$ cat src/rtl/mips_pkg.sv
// Shared widths, constants and fetch FSM encoding for the MIPS pipeline.
package mips_pkg;

    localparam int unsigned PC_WIDTH    = 10;
    localparam int unsigned INSTR_WIDTH = 32;

    localparam logic [INSTR_WIDTH-1:0] NOP_INSTR = 32'h0000_0000;

    typedef enum logic [1:0] {
        S_REQ  = 2'd0,
        S_WAIT = 2'd1,
        S_HOLD = 2'd2
    } fetch_state_e;

endpackage

$ cat src/rtl/instruction_fetch_if_id_reg.sv
// IF/ID pipeline register: flush beats load, load beats hold, otherwise a bubble.
module if_id_reg
    import mips_pkg::*;
#(
    parameter int unsigned            PC_WIDTH  = mips_pkg::PC_WIDTH,
    parameter logic [INSTR_WIDTH-1:0] NOP_INSTR = mips_pkg::NOP_INSTR
) (
    input  logic                   clk,
    input  logic                   rst_n,
    input  logic                   load,
    input  logic                   hold,
    input  logic                   flush,
    input  logic [INSTR_WIDTH-1:0] instr_in,
    input  logic [PC_WIDTH-1:0]    pc_plus4_in,
    output logic [INSTR_WIDTH-1:0] instr,
    output logic [PC_WIDTH-1:0]    pc_plus4,
    output logic                   valid
);

    logic [INSTR_WIDTH-1:0] instr_q, instr_d;
    logic [PC_WIDTH-1:0]    pc_plus4_q, pc_plus4_d;
    logic                   valid_q, valid_d;

    always_comb begin
        instr_d    = instr_q;
        pc_plus4_d = pc_plus4_q;
        valid_d    = valid_q;
        if (flush) begin
            instr_d    = NOP_INSTR;
            pc_plus4_d = '0;
            valid_d    = 1'b0;
        end else if (load) begin
            instr_d    = instr_in;
            pc_plus4_d = pc_plus4_in;
            valid_d    = 1'b1;
        end else if (!hold) begin
            // Nothing arrived and decode is not stalled: present a bubble.
            instr_d = NOP_INSTR;
            valid_d = 1'b0;
        end
    end

    always_ff @(posedge clk or negedge rst_n) begin
        if (!rst_n) begin
            instr_q    <= NOP_INSTR;
            pc_plus4_q <= '0;
            valid_q    <= 1'b0;
        end else begin
            instr_q    <= instr_d;
            pc_plus4_q <= pc_plus4_d;
            valid_q    <= valid_d;
        end
    end

    assign instr    = instr_q;
    assign pc_plus4 = pc_plus4_q;
    assign valid    = valid_q;

endmodule

$ cat src/rtl/instruction_fetch.sv
// MIPS IF stage: PC, single-outstanding imem fetch, skid on stall, redirect/kill.
// Optional performance counters are enabled with `define IF_PERF_COUNTERS_EN.
module instruction_fetch
    import mips_pkg::*;
#(
    parameter int unsigned            PC_WIDTH  = mips_pkg::PC_WIDTH,
    parameter logic [PC_WIDTH-1:0]    RESET_PC  = '0,
    parameter logic [INSTR_WIDTH-1:0] NOP_INSTR = mips_pkg::NOP_INSTR
) (
    input  logic                   clk,
    input  logic                   reset,
    input  logic                   branch_taken,
    input  logic [PC_WIDTH-1:0]    branch_address,
    input  logic                   jump,
    input  logic [PC_WIDTH-1:0]    jump_address,
    input  logic                   Data_Hazard,
    output logic                   imem_req,
    output logic [PC_WIDTH-1:0]    imem_addr,
    input  logic                   imem_ready,
    input  logic                   imem_rvalid,
    input  logic [INSTR_WIDTH-1:0] imem_rdata,
    output logic [INSTR_WIDTH-1:0] if_id_instr,
    output logic [PC_WIDTH-1:0]    if_id_pc_plus4,
    output logic                   if_id_valid,
    output logic                   Control_Hazard
`ifdef IF_PERF_COUNTERS_EN
    ,
    output logic [31:0]            perf_fetched,
    output logic [15:0]            perf_killed,
    output logic [31:0]            perf_stall
`endif
);

    fetch_state_e           state_q, state_d;
    logic [PC_WIDTH-1:0]    pc_q, pc_d;
    logic [PC_WIDTH-1:0]    in_pc_q, in_pc_d;
    logic [PC_WIDTH-1:0]    skid_pc4_q, skid_pc4_d;
    logic [INSTR_WIDTH-1:0] skid_instr_q, skid_instr_d;
    logic                   kill_q, kill_d;
    logic                   req_q, req_d;

    logic                   redirect_c;
    logic                   fire_c;
    logic                   load_c;
    logic [PC_WIDTH-1:0]    target_c;
    logic [PC_WIDTH-1:0]    in_pc_plus4_c;
    logic [INSTR_WIDTH-1:0] load_instr_c;
    logic [PC_WIDTH-1:0]    load_pc4_c;

    assign redirect_c    = (jump | branch_taken) & ~Data_Hazard;
    assign target_c      = jump ? jump_address : branch_address;
    assign fire_c        = req_q & imem_ready;
    assign in_pc_plus4_c = in_pc_q + PC_WIDTH'(4);

    always_comb begin
        state_d      = state_q;
        pc_d         = pc_q;
        in_pc_d      = in_pc_q;
        kill_d       = kill_q;
        skid_instr_d = skid_instr_q;
        skid_pc4_d   = skid_pc4_q;
        load_c       = 1'b0;
        load_instr_c = imem_rdata;
        load_pc4_c   = in_pc_plus4_c;

        case (state_q)
            S_REQ: begin
                if (fire_c) begin
                    in_pc_d = pc_q;
                    state_d = S_WAIT;
                end
            end
            S_WAIT: begin
                if (imem_rvalid) begin
                    if (kill_q) begin
                        kill_d  = 1'b0;
                        state_d = S_REQ;
                    end else if (!Data_Hazard) begin
                        load_c  = 1'b1;
                        pc_d    = in_pc_plus4_c;
                        state_d = S_REQ;
                    end else begin
                        skid_instr_d = imem_rdata;
                        skid_pc4_d   = in_pc_plus4_c;
                        state_d      = S_HOLD;
                    end
                end
            end
            S_HOLD: begin
                if (!Data_Hazard) begin
                    load_c       = 1'b1;
                    load_instr_c = skid_instr_q;
                    load_pc4_c   = skid_pc4_q;
                    pc_d         = skid_pc4_q;
                    state_d      = S_REQ;
                end
            end
            default: state_d = S_REQ;
        endcase

        // Redirect wins over everything; an in-flight response becomes wrong-path.
        if (redirect_c) begin
            pc_d   = target_c;
            load_c = 1'b0;
            case (state_q)
                S_REQ:   kill_d = fire_c;
                S_WAIT: begin
                    kill_d  = ~imem_rvalid;
                    state_d = imem_rvalid ? S_REQ : S_WAIT;
                end
                default: state_d = S_REQ;
            endcase
        end

        req_d = (state_d == S_REQ);
    end

    always_ff @(posedge clk or negedge reset) begin
        if (!reset) begin
            state_q      <= S_REQ;
            pc_q         <= RESET_PC;
            in_pc_q      <= RESET_PC;
            kill_q       <= 1'b0;
            req_q        <= 1'b0;
            skid_instr_q <= NOP_INSTR;
            skid_pc4_q   <= '0;
        end else begin
            state_q      <= state_d;
            pc_q         <= pc_d;
            in_pc_q      <= in_pc_d;
            kill_q       <= kill_d;
            req_q        <= req_d;
            skid_instr_q <= skid_instr_d;
            skid_pc4_q   <= skid_pc4_d;
        end
    end

    assign imem_req       = req_q;
    assign imem_addr      = {pc_q[PC_WIDTH-1:2], 2'b00};
    assign Control_Hazard = redirect_c;

    if_id_reg #(
        .PC_WIDTH  (PC_WIDTH),
        .NOP_INSTR (NOP_INSTR)
    ) u_if_id_reg (
        .clk         (clk),
        .rst_n       (reset),
        .load        (load_c),
        .hold        (Data_Hazard),
        .flush       (redirect_c),
        .instr_in    (load_instr_c),
        .pc_plus4_in (load_pc4_c),
        .instr       (if_id_instr),
        .pc_plus4    (if_id_pc_plus4),
        .valid       (if_id_valid)
    );

`ifdef IF_PERF_COUNTERS_EN
    logic [31:0] fetched_q, fetched_d;
    logic [15:0] killed_q, killed_d;
    logic [31:0] stall_q, stall_d;
    logic        drop_c;

    // Saturating event counters.
    always_comb begin
        drop_c    = ((state_q == S_WAIT) && imem_rvalid && (kill_q || redirect_c))
                 || ((state_q == S_HOLD) && redirect_c);
        fetched_d = fetched_q;
        killed_d  = killed_q;
        stall_d   = stall_q;
        if (load_c && (fetched_q != '1)) fetched_d = fetched_q + 32'd1;
        if (drop_c && (killed_q != '1))  killed_d  = killed_q + 16'd1;
        if (Data_Hazard && (stall_q != '1)) stall_d = stall_q + 32'd1;
    end

    always_ff @(posedge clk or negedge reset) begin
        if (!reset) begin
            fetched_q <= '0;
            killed_q  <= '0;
            stall_q   <= '0;
        end else begin
            fetched_q <= fetched_d;
            killed_q  <= killed_d;
            stall_q   <= stall_d;
        end
    end

    assign perf_fetched = fetched_q;
    assign perf_killed  = killed_q;
    assign perf_stall   = stall_q;
`endif

endmodule
$ cat config.mk
export PLATFORM = sky130hd
export DESIGN_NAME = instruction_fetch
export DESIGN_NICKNAME = d
export VERILOG_FILES = /design/src/rtl/mips_pkg.sv /design/src/rtl/instruction_fetch_if_id_reg.sv /design/src/rtl/instruction_fetch.sv
export SDC_FILE = /design/constraint.sdc
export NUM_CORES = 1
export LEC_CHECK = 0
export ABC_AREA = 1
export CORE_AREA = 2 2 126 97
export CTS_CLUSTER_DIAMETER = 150
export DETAILED_ROUTE_END_ITERATION = 8
export DIE_AREA = 0 0 128 99
export HOLD_SLACK_MARGIN = 0.05
export PLACE_DENSITY = 0.77
export SKIP_LAST_GASP = 1
export SLEW_MARGIN = 20
export SYNTH_ARGS = -nofsm -noshare
export SYNTH_HDL_FRONTEND = slang
export SYNTH_SLANG_ARGS = --single-unit
$ cat constraint.sdc
create_clock -name clk -period 1.71 [get_ports clk]
set_input_delay 0.342 -clock clk [delete_from_list [all_inputs] [get_ports clk]]
set_output_delay 0.342 -clock clk [all_outputs]
set_load 0.02 [all_outputs]
==> impl_metrics.csv <==
group,metric,value,unit
outcome,status,"complete, no violations",
critical_path,cp_num_cells,1,
layout,nets,868,
place,place_inst,934,
clock_tree,cts_tree,"built",
layout,final_cell_mix,"nand2_1, dfrtp_1, o21ai_0, clkdlybuf4s50_1, inv_1",
synth,synth_seq_cells,109,
drt,vias_per_cell,5.20,
timing,finalSetupViolCount,0,
timing,finalCritPeriodShare,97.8,%
pwr,power.density,1310,nW/um^2
layout,fin_cells,953,
clock_tree,htreeDepth,3,
critical_path,path_buf_inv,1,
critical_path,timing_worst_setup_path_type,"reg -> out",
clock_tree,clkTransAtPathRegs,70,ps
synth,postSynth.asyncResetShare,100,%
layout,mostFrequentLayoutCell,"nand2_1",
clock_tree,cts_buffers,9,
timing,min_period,1670,ps
layout,syn_to_final_growth,30.9,%
flow_run,drv_cap,0,
synth,syn_inst,699,
clock_tree,clk_latency,340,ps
timing,final_hold_viol_count,0,
synth,synth_area,5620,sq um
critical_path,cp_cell_sequence,"clkdlybuf4s50_1",
drt,postRouteAntennaNets,0,
place,gp_congestion,0.894,
clock_tree,cts.sinks,109,
global_routing,grt_max_degree,89,
drt,drtIter0Drc,378,
pwr,peakVddDrop,0.000764,V
critical_path,ff2ff_path_depth,7,
layout,diodes,0,
layout,fill_cells,921,
global_routing,track_usage,22.0,%
critical_path,critPathMaxStageDelay,640,ps
critical_path,crit_family,"buffers and inverters",
critical_path,end_kind,"output pin",
clock_tree,cts-root-buf,"clkbuf_16",
global_routing,grt_pass1_wl,22500,um
synth,ys.flop_type,"dfrtp_1",
drt,drc,0,
timing,finClkSkew,4.83,ps
critical_path,rrSetupSlack,90,ps
global_routing,antenna_found_initial,0,
clock_tree,clockBufferDepth,2,
place,hpwlAfterDp,9640,um
synth,avgSynthCellArea,8.04,sq um
die,rows,34,
pwr,leakage,3.74,nW
critical_path,crit_path_max_fanout,2,
global_routing,grt-ovfl-total,0,
place,portBuffers,111,
drt,vias,4956,
synth,seq_area_frac_synth,48.6,%
drt,wl,13600,um
critical_path,crit_arrival,1330,ps
drt,first_pass_iters,5,
timing,grt_setup_unrepaired,"yes",
timing,finalSetupTns,0,ps
synth,synthDistinctLibCells,28,
synth,synth-edff-count,0,
die,dieArea,12700,sq um
synth,yosysWarnings,0,
drt,drt-wirelength-per-cell,14.2,um
critical_path,worst-endpoint-required,1370,ps
die,io_pins,114,
global_routing,grt_pass1_vias,4783,
die,core,11400,sq um
critical_path,cp_slowest_cell,"clkdlybuf4s50_1",
timing,fmax,598,MHz
timing,drv_slew,0,
worst_hold_path,worstHoldPathType,"in -> async",
die,die_y,99,um
layout,layout-drive-gt1-share,8.53,%
critical_path,cp-start-kind,"register",
die,initial_utilization,49.3,%
die,die_w,128,um
-- worst paths after layout --
check,from,endpoint
setup reg to reg,state_q[1]$_DFF_PN0_,u_if_id_reg.pc_plus4[3]$_DFFE_PN0P_
max in group asynchronous,reset,state_q[1]$_DFF_PN0_
hold / removal,reset,u_if_id_reg.instr[21]$_DFFE_PN0P_
setup / recovery,u_if_id_reg.instr[31]$_DFFE_PN0P_,if_id_instr[31]
hold reg to reg,u_if_id_reg.pc_plus4[4]$_DFFE_PN0P_,u_if_id_reg.pc_plus4[4]$_DFFE_PN0P_
min in group clk,Data_Hazard,u_if_id_reg.instr[31]$_DFFE_PN0P_
-- kinds of logic (layout without fill, tap and decap cells) --
| logic type | Yosys count | after routing | share of synthesized area [%] |
|---|---|---|---|
| other | 1 | 2 | 0.0668 |
| AOI/OAI and AO/OA | 163 | 163 | 15.5 |
| DFF | 109 | 109 | 48.6 |
| and+or+nand+nor | 266 | 266 | 19.0 |
| adders and majority gates | 5 | 5 | 1.11 |
| buffers and inverters | 122 | 231 | 9.82 |
| muxes | 33 | 33 | 5.90 |
-- per-layer routing --
metal | vias to the layer above | track usage [%] | share of wire [%]
met5 | - | 0 | 0
met2 | 125 | 37.1 | 49
li1 | 2442 | - | -
met4 | 0 | 6.68 | 1.6
met3 | 20 | 3.69 | 4.2
met1 | 2369 | 29.5 | 45
-- where the power goes --
part           internal [W]  leakage [nW]  switching, W  total (W)
combinational       0.00155          2.18       0.00218    0.00373
sequential          0.00337          1.42      0.000410    0.00378
clock               0.00118         0.146      0.000938    0.00212
-- synth_stat cells, types with 2 or more instances --
master      n  area [sq um]
buf_2      18          90.1
buf_6       4          45.0
o211ai_1    4          30.0
buf_4      11          82.6
nor2_4      2          22.5
inv_1      72           270
nand3_1    21           105
clkbuf_1    9          33.8
nor2_1     22          82.6
nand2_1   215           807
a21boi_0    3          22.5
buf_1       4          15.0
a21oi_1     8          40.0
ha_1        5          62.6
dfrtp_1   109          2730
nand2_2     3          18.8
o21ai_1    40           200
o21ai_0   103           515
mux2i_1    32           320
o21bai_1    2          15.0
inv_2       4          15.0
o21ai_4     2          32.5
-- per-stage QoR --
stage               area [sq um]  hold WS (ps)  setup WS [ps]  total power (W)  utilization (%)
floorplan                   5620          46.4            202          0.00616                -
global placement            6940           172           -240          0.00725             60.9
detailed placement          6940           174           -255          0.00743             60.9
CTS                         7260           344          -12.3          0.00959             63.7
global route                7350           361          -11.3           0.0103             64.5
finish                      7350           368           37.4          0.00963             64.5
-- sequential cells by signal, indices dropped and copies added, names as in the netlist --
name / flops
kill_q: 1
state_q: 2
in_pc_q: 10
u_if_id_reg.valid: 1
imem_req: 1
skid_pc4_q: 10
skid_instr_q: 32
u_if_id_reg.instr: 32
u_if_id_reg.pc_plus4: 10
pc_q: 10
-- worst register-to-register path, cell delays in order (launching register included) --
cell	delay, ps
dfrtp_2	450
inv_2	90
ha_4	150
nand2_2	100
o21ai_4	200
nand3_4	140
buf_12	190
o21ai_1	210
-- final cells by class --
cell class | count | area (sq um) | share of cell area, %
Tap cell | 144 | 180 | 2.45
Sequential cell | 109 | 2730 | 37.1
Inverter | 76 | 288 | 3.91
Timing Repair Buffer | 139 | 1470 | 20.0
Multi-Input combinational cell | 469 | 2380 | 32.4
Clock inverter | 5 | 60.1 | 0.817
Clock buffer | 11 | 243 | 3.30
-- timing repair --
action                                  4_1_cts  5_1_grt
endpoints found under the setup margin       16       64
hold buffers                                  1        0
pin swaps                                     0        2
gates cloned                                  0        1
hold endpoints to repair                     13        0
buffers inserted                              0        1
resized for setup                             4       22
Power figures use the tool's default switching activity.
